`src/rtl/subdiv_pkg.sv`:
```
// Shared definitions for the subdivision engine: scheduler states,
// mesh RAM geometry and the RAM-capacity check used after each subdivide pass.
package subdiv_pkg;

    localparam int          ADDR_WIDTH = 9;
    // Fixed-point 1.0 (Q16.16) used by the averaging stage for its weights.
    localparam logic [31:0] Q_ONE      = 32'h0001_0000;

    typedef enum logic [2:0] {
        ST_IDLE,
        ST_SUB_LAUNCH,
        ST_SUB_WAIT,
        ST_AVG_LAUNCH,
        ST_AVG_WAIT,
        ST_SWAP,
        ST_DONE,
        ST_ERR
    } sched_state_t;

    // True when the next subdivision pass would not fit in a mesh bank:
    // it needs 3*V + 3*F + 2 words against 2**addr_w available.
    function automatic logic mesh_overflow(input logic [31:0] verts,
                                           input logic [31:0] faces,
                                           input int          addr_w);
        logic [35:0] need;
        logic [35:0] cap;
        need = 36'(verts) * 36'd3 + 36'(faces) * 36'd3 + 36'd2;
        cap  = 36'd1 << addr_w;
        return need > cap;
    endfunction

endpackage

```
`src/rtl/stage_handshake.sv`:
```
// Start/busy handshake for one pipeline stage. While go_i is high the stage
// is first launched (start held until busy is seen), then watched until
// busy falls. A per-stage counter flags a stage that never answers.
module stage_handshake #(
    parameter int TIMEOUT_CYCLES = 65536
) (
    input  logic clk_i,
    input  logic rst_i,
    input  logic go_i,
    input  logic busy_i,
    output logic start_o,
    output logic accept_o,
    output logic done_pulse_o,
    output logic timeout_o
);

    localparam int             CNT_W    = $clog2(TIMEOUT_CYCLES) + 1;
    localparam logic [CNT_W-1:0] CNT_LAST = CNT_W'(TIMEOUT_CYCLES - 1);

    // phase_q: 0 while launching, 1 once the stage has reported busy
    logic             phase_q, phase_d;
    logic             busy_q;
    logic [CNT_W-1:0] cnt_q, cnt_d;

    // Phase, previous busy sample and the wait counter.
    always_ff @(posedge clk_i) begin
        if (rst_i) begin
            phase_q <= 1'b0;
            busy_q  <= 1'b0;
            cnt_q   <= '0;
        end else begin
            phase_q <= phase_d;
            busy_q  <= busy_i;
            cnt_q   <= cnt_d;
        end
    end

    // Level-held start, busy edge detection and counter restart on every phase change.
    always_comb begin
        start_o      = go_i & ~phase_q;
        accept_o     = go_i & ~phase_q & busy_i;
        done_pulse_o = go_i & phase_q & busy_q & ~busy_i;
        timeout_o    = go_i & (cnt_q == CNT_LAST);
        phase_d      = phase_q;
        cnt_d        = cnt_q + CNT_W'(1);
        if (!go_i) begin
            phase_d = 1'b0;
            cnt_d   = '0;
        end else if (accept_o) begin
            phase_d = 1'b1;
            cnt_d   = '0;
        end
    end

endmodule

```
`src/rtl/subdiv_scheduler.sv`:
```
// Top-level sequencer: runs N rounds of subdivide -> average, ping-ponging
// the two mesh banks and tracking the growing vertex/face counts.
module subdiv_scheduler #(
    parameter int ITER_W         = 4,
    parameter int TIMEOUT_CYCLES = 65536,
    parameter int ADDR_WIDTH     = subdiv_pkg::ADDR_WIDTH
) (
    input  logic              clk_i,
    input  logic              rst_i,
    input  logic              cmd_start_i,
    input  logic [ITER_W-1:0] cmd_iters_i,
    input  logic [31:0]       vertex_count_in_i,
    input  logic [31:0]       face_count_in_i,
    output logic              sub_start_o,
    input  logic              sub_busy_i,
    input  logic [31:0]       sub_vertex_count_i,
    input  logic [31:0]       sub_face_count_i,
    output logic              avg_start_o,
    input  logic              avg_busy_i,
    output logic [31:0]       vertex_count_o,
    output logic [31:0]       face_count_o,
    output logic              bank_sel_o,
    output logic [ITER_W-1:0] iter_cnt_o,
    output logic              busy_o,
    output logic              done_o,
    output logic              error_o
);
    import subdiv_pkg::*;

    sched_state_t      state_q, state_d;
    logic [ITER_W-1:0] iters_q, iters_d;
    logic [ITER_W-1:0] iter_q, iter_d;
    logic [31:0]       vcount_q, vcount_d;
    logic [31:0]       fcount_q, fcount_d;
    logic              bank_q, bank_d;
    logic              error_q, error_d;

    logic sub_go, sub_start, sub_accept, sub_done, sub_timeout;
    logic avg_go, avg_start, avg_accept, avg_done, avg_timeout;

    assign sub_go = (state_q == ST_SUB_LAUNCH) || (state_q == ST_SUB_WAIT);
    assign avg_go = (state_q == ST_AVG_LAUNCH) || (state_q == ST_AVG_WAIT);

    stage_handshake #(.TIMEOUT_CYCLES(TIMEOUT_CYCLES)) u_sub_hs (
        .clk_i       (clk_i),
        .rst_i       (rst_i),
        .go_i        (sub_go),
        .busy_i      (sub_busy_i),
        .start_o     (sub_start),
        .accept_o    (sub_accept),
        .done_pulse_o(sub_done),
        .timeout_o   (sub_timeout)
    );

    stage_handshake #(.TIMEOUT_CYCLES(TIMEOUT_CYCLES)) u_avg_hs (
        .clk_i       (clk_i),
        .rst_i       (rst_i),
        .go_i        (avg_go),
        .busy_i      (avg_busy_i),
        .start_o     (avg_start),
        .accept_o    (avg_accept),
        .done_pulse_o(avg_done),
        .timeout_o   (avg_timeout)
    );

    // State and datapath registers; reset aborts any run in progress.
    always_ff @(posedge clk_i) begin
        if (rst_i) begin
            state_q  <= ST_IDLE;
            iters_q  <= '0;
            iter_q   <= '0;
            vcount_q <= '0;
            fcount_q <= '0;
            bank_q   <= 1'b0;
            error_q  <= 1'b0;
        end else begin
            state_q  <= state_d;
            iters_q  <= iters_d;
            iter_q   <= iter_d;
            vcount_q <= vcount_d;
            fcount_q <= fcount_d;
            bank_q   <= bank_d;
            error_q  <= error_d;
        end
    end

    // Next-state logic; stage completion is checked before timeout so it wins a tie.
    always_comb begin
        state_d  = state_q;
        iters_d  = iters_q;
        iter_d   = iter_q;
        vcount_d = vcount_q;
        fcount_d = fcount_q;
        bank_d   = bank_q;
        error_d  = error_q;
        case (state_q)
            ST_IDLE: begin
                if (cmd_start_i) begin
                    iters_d  = cmd_iters_i;
                    vcount_d = vertex_count_in_i;
                    fcount_d = face_count_in_i;
                    iter_d   = '0;
                    error_d  = 1'b0;
                    bank_d   = 1'b0;
                    state_d  = (cmd_iters_i == '0) ? ST_DONE : ST_SUB_LAUNCH;
                end
            end
            ST_SUB_LAUNCH: begin
                if (sub_accept)       state_d = ST_SUB_WAIT;
                else if (sub_timeout) state_d = ST_ERR;
            end
            ST_SUB_WAIT: begin
                if (sub_done) begin
                    vcount_d = sub_vertex_count_i;
                    fcount_d = sub_face_count_i;
                    if (mesh_overflow(sub_vertex_count_i, sub_face_count_i, ADDR_WIDTH)) begin
                        state_d = ST_ERR;
                    end else begin
                        bank_d  = ~bank_q;
                        state_d = ST_AVG_LAUNCH;
                    end
                end else if (sub_timeout) begin
                    state_d = ST_ERR;
                end
            end
            ST_AVG_LAUNCH: begin
                if (avg_accept)       state_d = ST_AVG_WAIT;
                else if (avg_timeout) state_d = ST_ERR;
            end
            ST_AVG_WAIT: begin
                if (avg_done)         state_d = ST_SWAP;
                else if (avg_timeout) state_d = ST_ERR;
            end
            ST_SWAP: begin
                bank_d  = ~bank_q;
                iter_d  = iter_q + ITER_W'(1);
                state_d = ((iter_q + ITER_W'(1)) == iters_q) ? ST_DONE : ST_SUB_LAUNCH;
            end
            ST_DONE: state_d = ST_IDLE;
            ST_ERR:  state_d = ST_IDLE;
            default: state_d = ST_IDLE;
        endcase
        if (state_d == ST_ERR) error_d = 1'b1;
    end

    // Outputs decoded from the current state and registers.
    always_comb begin
        sub_start_o    = sub_start;
        avg_start_o    = avg_start;
        busy_o         = (state_q != ST_IDLE) && (state_q != ST_DONE) && (state_q != ST_ERR);
        done_o         = (state_q == ST_DONE);
        error_o        = error_q;
        vertex_count_o = vcount_q;
        face_count_o   = fcount_q;
        bank_sel_o     = bank_q;
        iter_cnt_o     = iter_q;
    end

endmodule

```
`config.mk`:
```
export PLATFORM = sky130hd
export DESIGN_NAME = subdiv_scheduler
export DESIGN_NICKNAME = d
export VERILOG_FILES = /design/src/rtl/subdiv_pkg.sv /design/src/rtl/stage_handshake.sv /design/src/rtl/subdiv_scheduler.sv
export SDC_FILE = /design/constraint.sdc
export NUM_CORES = 1
export LEC_CHECK = 0
export CORE_MARGIN = 10
export CORE_UTILIZATION = 55
export DETAILED_ROUTE_END_ITERATION = 8
export PLACE_DENSITY = 0.95
export SYNTH_ARGS = -nofsm -noshare
export SYNTH_HDL_FRONTEND = slang
export SYNTH_HIERARCHICAL = 1
export SYNTH_SLANG_ARGS = --single-unit
```
`constraint.sdc`:
```
create_clock -name clk_i -period 11.2 [get_ports clk_i]
set_input_delay 2.24 -clock clk_i [delete_from_list [all_inputs] [get_ports clk_i]]
set_output_delay 2.24 -clock clk_i [all_outputs]
set_load 0.02 [all_outputs]
```
# Word level (Yosys, flattened, before mapping)
# Cells that the tools add are included.
[totals] regBits=115 in_bits=137 output_inout_bits=74 wordCells=103
[op_classes] add_sub_neg=5 multipliers=2 n_lt_le_gt_ge=1 eq_ne=16 n_mux=25 bitwise_logic=19 reduce_logical=22
[ops] cell="$mux 32" n=4
[ops] cell="$pmux 32 s2" n=2
[ops] cell="$mul 32x2->34 const B" n=2
[ops] cell="$add 35x2->36 const B" n=1
[ops] cell="$gt 36x10->1 const B" n=1
[ops] cell="$add 34x34->35" n=1
[ops] cell="$add 17x1->17 const B" n=2
[ops] cell="$eq 17x16->1 const B" n=2
[ops] cell="$mux 3" n=10
[ops] cell="$pmux 3 s7" n=1
[ops] cell="$eq 3x3->1 const B" n=5
[ops] cell="$and 1x1->1" n=12
[ops] cell="$pmux 4 s2" n=1
[ops] cell="$reduce_bool 2->1" n=4
[ops] cell="$not 1->1" n=7
[ops] cell="$eq 3x2->1 const B" n=2
[ops] cell="$ne 2x2->1 const B" n=3
[ops] cell="$ne 3x3->1 const B" n=2
[ops] cell="$reduce_and 2->1" n=3
[ops] cell="$reduce_bool 3->1" n=2
[ops] cell="$reduce_or 2->1" n=3
[ops] cell="$reduce_or 3->1" n=2
[ops] cell="$mux 1" n=5
[ops] cell="$add 4x1->4 const B" n=1
[ops] cell="other kinds (10)" n=12

# Logic depth before layout (Yosys ltp)
# Gate-level depths: netlist of run 1.
[logic_depth] ltp_word=10 mapped_depth=17 mapped_depth_nobuf=17

# Cells and area by module
# Netlist of run 1, hierarchy kept.
[by_module_without_submodules] module="subdiv_scheduler" n_inst=1 cells_per_inst=1011 area_per_inst_um2=7657.3 seq_area_each_um2=1541.5
[by_module_without_submodules] module="stage_handshake" n_inst=2 cells_per_inst=96 area_per_inst_um2=829.5 seq_area_each_um2=380.4

# Worst setup path before layout of run 1
# OpenSTA, ideal clock, no wires.
[synth_path] kind="input -> register" from="input port sub_vertex_count_i[8]" to="register error_q, in the netlist error_o" setup_time_ns=0.116 arrival_ns=6.206 required_ns=11.084 setup_slack_ns=4.878 cell_stages=16 n_path_buf=0 cell_sequence="inv_1 fa_1 fa_1 inv_1 ha_1 a21oi_1 o21ai_0 and3_1 nor3_2 mux2_2 o31ai_1 o2111ai_1 or4b_1 nor4_2 o21ai_1 a31o_1"
[synth_between] elab_chain_len=10 elab_cells_between_ends=12 cone_classes="add/sub: 2; mul: 1; order compare: 1; eq/ne: 1; mux: 4; reduce/logical: 3"
[synth_rtl] element="start, declared" line_no="subdiv_scheduler.sv:16" text="input logic [31:0] sub_vertex_count_i,"
[synth_rtl] element="$mul 32x2->34 (*)" line_no="subdiv_pkg.sv:27" text="need = 36'(verts) * 36'd3 + 36'(faces) * 36'd3 + 36'd2;"
[synth_rtl] element="$add 34x34->35 (*)" line_no="subdiv_pkg.sv:27"
[synth_rtl] element="$add 35x2->36 (*)" line_no="subdiv_pkg.sv:27"
[synth_rtl] element="$gt 36x10->1 (*)" line_no="subdiv_pkg.sv:29" text="return need > cap;"
[synth_rtl] element="$mux 3 (*)" line_no="subdiv_scheduler.sv:116" text="if (mesh_overflow(sub_vertex_count_i, sub_face_count_i, ADDR_WIDTH)) begin"
[synth_rtl] element="$mux 3 (*)" line_no="subdiv_scheduler.sv:113" text="if (sub_done) begin"
[synth_rtl] element="$pmux 3 s7 (*)" line_no="subdiv_scheduler.sv:96" text="case (state_q)"
[synth_rtl] element="$eq 3x3->1 (*)" line_no="subdiv_scheduler.sv:143" text="if (state_d == ST_ERR) error_d = 1'b1;"
[synth_rtl] element="$reduce_bool 2->1 (no source line)"
[synth_rtl] element="$reduce_and 2->1 (no source line)"
[synth_rtl] element="end signal, assigned" line_no="subdiv_scheduler.sv:83" text="error_q <= error_d;"
[synth_rtl] element="end, declared" line_no="subdiv_scheduler.sv:36" text="logic error_q, error_d;"
# Every way passes the cells marked *; elsewhere a longest branch is shown, timed or not.
# A chain may end at the register's enable or synchronous reset.

# Worst setup path after layout of run 1
[layout_path] from="input port sub_face_count_i[8]" to="register bank_q, in the netlist bank_sel_o"
[layout_between] elab_chain_len=6
[layout_rtl] element="start, declared" line_no="subdiv_scheduler.sv:17" text="input logic [31:0] sub_face_count_i,"
[layout_rtl] element="$mul 32x2->34" line_no="subdiv_pkg.sv:27"
[layout_rtl] element="$add 34x34->35" line_no="subdiv_pkg.sv:27"
[layout_rtl] element="$add 35x2->36" line_no="subdiv_pkg.sv:27"
[layout_rtl] element="$gt 36x10->1" line_no="subdiv_pkg.sv:29"
[layout_rtl] element="$ne 2x2->1 (no source line)"
[layout_rtl] element="$reduce_and 4->1 (no source line)"
[layout_rtl] element="end signal, assigned" line_no="subdiv_scheduler.sv:82" text="bank_q <= bank_d;"
[layout_rtl] element="end, declared" line_no="subdiv_scheduler.sv:35" text="logic bank_q, bank_d;"
# No other way between the ends.

==> results.cfg, run 1 <==
[route]
wl_per_cell_um = 20.08
drt_iter0_drc = 871
dr.pass1.iters = 5
wl_met3_um = 3093
antenna_left = 0
wirelength_um = 32220
dr_wl_met2_um = 14720
vias = 9713
via_per_inst = 6.052
drt-met1-wl_um = 12510
dr.max_layer_used = met4
drc = 0

[logic_synthesis]
synth_edf_count = 0
yosysSeqAreaShare_pct = 24.71
synth_xor_xnor_area_share_pct = 4.042
syn_area_um2 = 9316
synthAdderAreaFrac_pct = 19.37
yosys-mux-area-fraction_pct = 1.128
postSynthCellCount = 1203
ys_async_sr_fraction_pct = 0
synthSimpleGateAreaFrac_pct = 20.98
synthFlopType = dfxtp_1
synth_cell_types = 73
synth_top_family_by_area = compound AO/OA/AOI/OAI gates
synth_warnings = 6
synth_nets = 1447
ys_ff_latch = 115
syn_avg_cell_area_um2 = 7.744
synth-compound-area-share_pct = 21.17

[worst_setup_path]
critical_path.endpoint_type = register
crit_arrival_ps = 7500
cp_max_fo = 5
r2r_end = vertex_count_o[24]
crit_required_ps = 11460
worst_setup_path_start_kind = input pin
ff2ff_setup_slack_ps = 8030
crit_type = in -> reg
reg2reg_depth = 8
regToRegStartpoint = state_q[1]

[floorplan]
io_pins = 211
fp.dieH_um = 150.2
placementRows = 47
die_area_um2 = 22550
die_w_um = 150.2
core_area_um2 = 16580
start_util_pct = 56.18

[global_route]
grt_pass1_vias = 9866
gr-total-overflow = 0
antenna_found_initial = 0
track_usage_pct = 28.38
grt_max_degree = 82
grt_pass1_wl_um = 51140

[clock_tree]
cts_hold_buf = 0
tritoncts = yes
cts_root_buf = clkbuf_16
cts_setup_buffers = 0
cts.sinks = 115
cts_resized = 0
insertion_delay_ps = 430
clk_pin_slew_worst_paths_ps = 60
htree_levels = 4
cts_made_buffers = 17
clk_path_buf_depth = 2

[place]
port_buffers = 210
place_area_um2 = 11480
placedCellCount = 1572
dpl.hpwl_um = 23970
place_congestion = 0.9788

[finish]
drive_gt1_share_pct = 4.552
n_fill_cell = 1192
nets = 1615
regArea_um2 = 2303
final_cells = 1605
final_cell_mix = clkdlybuf4s50_1, inv_1, nor2_1
fin_area_um2 = 12110
final_common_cell = clkdlybuf4s50_1
area_growth_pct = 29.98
multi_input_area_um2 = 6230

[timing]
drv_slew = 0
timing.final.crit_share_pct = 64.60
fmax_ghz = 0.1382
setup_viol = 0
finalHoldViolCount = 0
min_period_ps = 7236
fin_tns_setup_ps = 0
finClkSkew_ps = 8.886
worst_slew_pin_slew_ps = 924.5
grt_setup_unrepaired = false
slew_headroom_pct = 38.37

[power]
power.switching_uw = 803.3
clock_power_share_pct = 29.9
swShare_pct = 40.29
p_leak_nw = 4.799
power.share.sequential_pct = 23.1
combPwrFrac_pct = 46.9
peakVddDrop_v = 0.0001327
power_density_nw_per_um2 = 164.7
internal-power_mw = 1.191

[worst_hold_path]
worstHoldStart = iters_q[1]
worstHoldPathType = reg -> reg
hold_path_depth = 2
hold_end = iters_q[1]

[job]
cap_violations = 0

[run_status]
status = complete, no violations
cells by family after synthesis:
kind of cell    Yosys count
compound gates          298
xor+xnor                 43
fa+ha+maj               107
buf+inv                 208
flops                   115
mux                      10
simple gates            422
critical path: stages:
cell and delay [ps]:
clkdlybuf4s50_1 500, inv_1 100, fa_1 500, fa_1 530, inv_1 40, ha_1 350
a21oi_1 350, o21ai_0 200, and3_1 240, nor3_2 380, mux2_2 390, o31ai_1 270
o2111ai_1 210, nor4b_1 380, nor4bb_1 560, or3_1 190, a21oi_1 50
metal layers:
layer / vias up / GRT usage, %
met2: 540 / 46.63
met4: 0 / 16.57
met1: 4561 / 32.88
met5: - / 0
met3: 115 / 7.323
li1: 4497 / -
power by group through the flow:
stage,Clock [mW],Combinational [mW],Sequential (mW)
global route,0.619,1.03,0.465
floorplan,0,0.601,0.500
CTS,0.598,0.920,0.461
detailed placement,0,0.910,0.469
global placement,0,0.898,0.467
finish,0.597,0.935,0.461
stage by stage:
stage / utilization (%) / setup WS (ps) / hold WS (ps) / power [mW]
2_1_floorplan: - / 4878 / 441.6 / 1.101
6_report: 73.02 / 3964 / 485.5 / 1.994
4_1_cts: 73.00 / 4043 / 474.3 / 1.980
3_3_place_gp: 69.20 / 3634 / 455.4 / 1.365
5_1_grt: 73.00 / 3689 / 500.9 / 2.117
3_5_place_dp: 69.20 / 3701 / 466.2 / 1.379
registers in the layout, indices dropped and copies added, names as in the netlist:
name              cells
face_count_o         32
bank_sel_o            1
iter_cnt_o            4
state_q               3
u_avg_hs/busy_q       1
u_avg_hs/phase_q      1
u_sub_hs/cnt_q       17
u_avg_hs/cnt_q       17
vertex_count_o       32
u_sub_hs/busy_q       1
u_sub_hs/phase_q      1
error_o               1
iters_q               4
worst max path at each step:
stage / from / to / slack (ps) / depth (start not counted)
floorplan: sub_vertex_count_i[8] / error_o / 4880 / 16
global placement: sub_vertex_count_i[8] / bank_sel_o / 3630 / 17
detailed placement: sub_vertex_count_i[8] / bank_sel_o / 3700 / 17
CTS: sub_vertex_count_i[8] / bank_sel_o / 4040 / 17
global route: sub_vertex_count_i[8] / bank_sel_o / 3690 / 17
finish: sub_face_count_i[8] / bank_sel_o / 3960 / 17
Yosys cell counts (6+ instances only):
library cell  instances  area share (%)
nand2_1             135             5.4
nor3_1               13            0.70
nand2b_1              9            0.60
o31ai_1               7            0.56
nand3_1              33             1.8
xnor2_1              26             2.4
nor2b_1               7            0.47
xor2_1               17             1.6
inv_1               142             5.7
o21ai_1               8            0.43
a21o_1                9            0.73
dfxtp_1             115              25
and3_1               12            0.81
fa_1                 62              13
nor3b_1               6            0.48
o21ai_0              93             5.0
nand4_1              20             1.3
nor4_1               12            0.81
clkbuf_1             57             2.3
o21a_1                6            0.48
and2_1                8            0.54
a311oi_1             65             6.1
nor2_1              140             5.6
mux2i_1               6            0.64
a21oi_1              60             3.2
ha_1                 45             6.0
layout make-up:
class | count | area share (%)
clock inverter | 14 | 1.664
timing repair buffer | 215 | 17.63
antenna | 1 | 0.02067
clock buffer | 18 | 3.544
multi-input combinational | 880 | 51.45
tap | 220 | 2.273
sequential | 115 | 19.02
inverter | 142 | 4.402
(Power assumes the default switching activity.)
==> run 2: changes to the inputs <==
--- a/config.mk
+++ b/config.mk
@@ -6,9 +6,9 @@
 export NUM_CORES = 1
 export LEC_CHECK = 0
 export CORE_MARGIN = 10
-export CORE_UTILIZATION = 55
+export CORE_UTILIZATION = 52
 export DETAILED_ROUTE_END_ITERATION = 8
-export PLACE_DENSITY = 0.95
+export PLACE_DENSITY = 0.91
 export SYNTH_ARGS = -nofsm -noshare
 export SYNTH_HDL_FRONTEND = slang
 export SYNTH_HIERARCHICAL = 1
==> constraint.sdc (replaced) <==
create_clock -name clk_i -period 7.5 [get_ports clk_i]
set_input_delay 1.5 -clock clk_i [delete_from_list [all_inputs] [get_ports clk_i]]
set_output_delay 1.5 -clock clk_i [all_outputs]
set_load 0.02 [all_outputs]
==> run 2 against run 1 <==
  * Global-route usage is 3.0 points lower
  * Power is 48% higher
  * Cell area hardly changed
  * First-iteration DRC count is 25% lower
  * Critical endpoint unchanged
  * Die area is 5.0% higher
  * Worst hold slack worse by 8.3 ps
  * Via count is 1.3% lower
  * Sequential share of layout area hardly changed
  * Sequential cell count stayed put
  * Clock-buffer cell count is 2 higher
  * Register-to-register slack worse by 4100 ps
  * Critical path type unchanged
  * Critical path depth stayed put
==> results.cfg, run 2 (synthesis gave the netlist of run 1 again) <==
[run_status]
status = complete, no violations

[route]
dr.pass1.iters = 5
drc = 0
antenna_left = 0
drt_iter0_drc = 650
vias = 9591
wirelength_um = 30970
wl_per_cell_um = 19.25
via_per_inst = 5.961

[global_route]
grt_max_degree = 82
antenna_found_initial = 0
grt_pass1_wl_um = 49610
gr-total-overflow = 0
grt_pass1_vias = 9688
track_usage_pct = 25.43

[clock_tree]
clk_path_buf_depth = 2
cts_setup_buffers = 0
cts.sinks = 115
tritoncts = yes
cts_hold_buf = 0
cts_made_buffers = 17
cts_resized = 0
htree_levels = 4
insertion_delay_ps = 440
clk_pin_slew_worst_paths_ps = 50
cts_root_buf = clkbuf_16

[place]
placedCellCount = 1577
place_congestion = 0.9973
dpl.hpwl_um = 23590
place_ws_ps = 749.7
port_buffers = 210

[job]
cap_violations = 0

[finish]
final_cell_mix = clkdlybuf4s50_1, inv_1, nor2_1
final_common_cell = clkdlybuf4s50_1
final_cells = 1609
n_fill_cell = 1379
multi_input_area_um2 = 6230
area_growth_pct = 29.96
nets = 1615
drive_gt1_share_pct = 4.480
diodes = 0
regArea_um2 = 2303

[power]
p_leak_nw = 4.789
peakVddDrop_v = 0.0001753
totalPowerFinal_mw = 2.951
power_density_nw_per_um2 = 243.7

[floorplan]
core_area_um2 = 17420
io_pins = 211
placementRows = 48
die_area_um2 = 23670
fp.dieH_um = 153.9
start_util_pct = 53.49
die_w_um = 153.9

[timing]
slew_headroom_pct = 37.74
layout_setup_ws_ps = 1037
setup_viol = 0
fmax_ghz = 0.1547
finalHoldViolCount = 0
finClkSkew_ps = 19.29
min_period_ps = 6463
worst_slew_pin_slew_ps = 933.9
fin_tns_setup_ps = 0
drv_slew = 0
timing.final.crit_share_pct = 86.17
grt_setup_unrepaired = false

[worst_hold_path]
worstHoldPathType = reg -> reg

[worst_setup_path]
worst_setup_path_start_kind = input pin
crit_required_ps = 7760
critical_path.endpoint_type = register
cp_max_fo = 5
crit_type = in -> reg
crit_arrival_ps = 6720
## run 2: cell types whose count changed in the layout (fill, tap and decap cells not counted), sizes merged
| cell | delta |
|---|---|
| clkinvlp | +2 |
| inv | -2 |
| clkinv | -2 |
| diode | -1 |
| clkbuf | +2 |
## run 2: per-stage QoR
| step | util (%) | cell area (um^2) | hold WS [ps] |
|---|---|---|---|
| final | 69.52 | 12110 | 477.2 |
| after global routing | 69.52 | 12110 | 510.7 |
| after CTS | 69.52 | 12110 | 481.1 |
| after detailed placement | 65.93 | 11480 | 468.5 |
| after global placement | 65.93 | 11480 | 454.6 |
| after floorplan | - | 9316 | 441.6 |
## run 2: layout make-up
type	instances	area share (%)
clock buffer	20	3.689
clock inverter	12	1.478
inverter	142	4.402
multi-input combinational	880	51.45
sequential	115	19.02
tap	225	2.325
timing repair buffer	215	17.63
## run 2: worst paths after layout
check	slack, ps	depth (start not counted)	from	to
max reg2reg	3970	9	state_q[1]	vertex_count_o[20]
min	480	2	iters_q[2]	iters_q[2]
min reg2reg	480	2	iters_q[2]	iters_q[2]
max	1040	17	sub_vertex_count_i[8]	bank_sel_o
## run 2: power breakdown
part           total, mW  leakage, nW  switching (mW)  internal, mW
clock              0.877        0.297           0.311         0.566
sequential         0.688        0.943          0.0291         0.659
combinational       1.39         3.55           0.829         0.556
total               2.95         4.79            1.17          1.78
## run 2: worst max-delay path, stage by stage
cell and delay (ps):
clkdlybuf4s50_1 550, inv_1 120, fa_1 520, fa_1 510, inv_1 40, ha_1 350, a21oi_1 390, o21ai_0 190
and3_1 230, nor3_2 360, mux2_2 380, o31ai_1 240, o2111ai_1 180, nor4b_1 320, nor4bb_1 580, or3_1 200
a21oi_1 60
## run 2: metal layers
layer	track usage (%)	part of all wire, %
met4	11.65	3.8
met5	0	0
met3	6.778	8.8
met2	41.99	47
met1	30.24	41
==> run 3: changes to the inputs <==
--- a/config.mk
+++ b/config.mk
@@ -9,7 +9,9 @@
 export CORE_UTILIZATION = 52
 export DETAILED_ROUTE_END_ITERATION = 8
 export PLACE_DENSITY = 0.91
+export SKIP_CTS_REPAIR_TIMING = 1
 export SYNTH_ARGS = -nofsm -noshare
 export SYNTH_HDL_FRONTEND = slang
 export SYNTH_HIERARCHICAL = 1
 export SYNTH_SLANG_ARGS = --single-unit
+export TNS_END_PERCENT = 1
==> results of run 3 <==
Final layout, timing and power as in run 2 (identical DEF).
==> patch: new RTL, settings of run 2 <==
Register the output `face_count_o`, cleared by the reset; this adds one clock of latency there. The other outputs are not delayed to match.
--- a/src/rtl/subdiv_scheduler.sv
+++ b/src/rtl/subdiv_scheduler.sv
@@ -28,2 +28,4 @@
     import subdiv_pkg::*;
+
+    logic [31:0] face_count_d;
 
@@ -153,3 +155,3 @@
         vertex_count_o = vcount_q;
-        face_count_o   = fcount_q;
+        face_count_d   = fcount_q;
         bank_sel_o     = bank_q;
@@ -158,2 +160,10 @@
 
+    always_ff @(posedge clk_i) begin
+        if (rst_i) begin
+            face_count_o <= '0;
+        end else begin
+            face_count_o <= face_count_d;
+        end
+    end
+
 endmodule
Formal check against the unedited RTL: not equivalent (a bounded check fails within 4 cycles, from zero or initial values and one cycle with rst_i high).
==> patch against run 2 <==
- total power grew 7.7%
- routed wire length grew 12%
- worst setup slack is essentially flat
- die area grew 10%
- area after synthesis grew 12%
- design area grew 8.6%
- clock skew shrank 4.2 ps
- via count grew 6.5%
- sequential cell count grew 32
==> patch: results (changes against run 2) <==
metric,value,unit,change
run_status,completed,,
synth_compound_area_share,20.1,%,-1.1 points
dpl-instance-area,12600,um2,+9.4%
slowest_delay,630,ps,+50 ps
yosysWarnings,6,,unchanged
synthTopCellsByCount,"154 x nor2_1, 149 x inv_1, 147 x dfxtp_1, 125 x nand2_1, 88 x o21ai_0",,
gp_congestion,0.972,,-2.5%
leakagePower,0.00514,uW,+7.3%
met1_usage,31.5,%,+1.2 points
r2r_cells,8,,-1
crit_arrival,6740,ps,+20 ps
ys_top_cells_by_area,"dfxtp_1 28%, fa_1 12%, a311oi_1 5.6%",,
dr_wl_met2,16.0,mm,+11%
drt-initial-drc-count,957,,+47%
drive_gt1_share,3.72,%,-0.76 points
critPathLaunch,sub_vertex_count_i[2],,
ir_drop,155,uV,-11%
worstReg2RegEnd,vertex_count_o[12],,
synth_fp_nets,1554,,+7.4%
min_from,face_count_d[7],,
vias,10200,,+6.5%
final_nets,1710,,+5.9%
routedLengthMet1,14.3,mm,+14%
dr_wl_met3,3.21,mm,+18%
grt_usage,25.9,%,+0.45 points
synthAdderAreaFrac,17.4,%,-2.0 points
synth_mux_area_share,0.409,%,-0.72 points
tns,0,ps,unchanged
critPathCapture,state_q[2],,
p_per_area,242,nW/um2,-0.89%
internal_power,1910,uW,+7.2%
r2r_start,state_q[2],,
seq_area_frac_synth,28.3,%,+3.6 points
gr-usage-met3,7.30,%,+0.52 points
grt_max_degree,81,,-1.2%
cts.clk_slew.worst_paths,70,ps,+20 ps
synth_cell_types,69,,-5.5%
p_clk,873,uW,-0.5%
routedWlPerCell,19.9,um,+3.6%
fillCellCount,1521,,+10%
met2_usage,42.6,%,+0.57 points
min_to,face_count_o[7],,
grt_pass1_wl,54.3,mm,+9.5%
dp_hpwl,26.9,mm,+14%
clock_skew,15.1,ps,-4.18 ps
hold_slack,461,ps,-16.3 ps
worst_pin_slew,855,ps,-78.8 ps
whs_path_depth,1,,-1
## patch: changes by cell type in the layout (fill, tap and decap cells not counted), sizes merged, moves of 5 or more
cell	delta
o211ai	+9
nand2	-10
nor2	+14
a21o	+6
o21ai	-8
a211oi	+5
nand4	+7
dfxtp	+32
nor4	-6
a21oi	-5
inv	+12
nor2b	+31
or4	+7
## patch: through the flow
stage               setup slack, ps  std cells
floorplan                      1490       1310
global placement                792       1712
detailed placement              670       1712
CTS                            1080       1744
global route                    809       1744
finish                         1040       1744
## patch: area by class of cell
type | count | area, um2 | share of cell area, %
Sequential cell | 147 | 2940 | 22.4
Tap cell | 265 | 332 | 2.52
Timing Repair Buffer | 215 | 2140 | 16.2
Clock inverter | 15 | 169 | 1.28
Clock buffer | 17 | 425 | 3.23
Multi-Input combinational cell | 936 | 6590 | 50.1
Inverter | 149 | 559 | 4.25
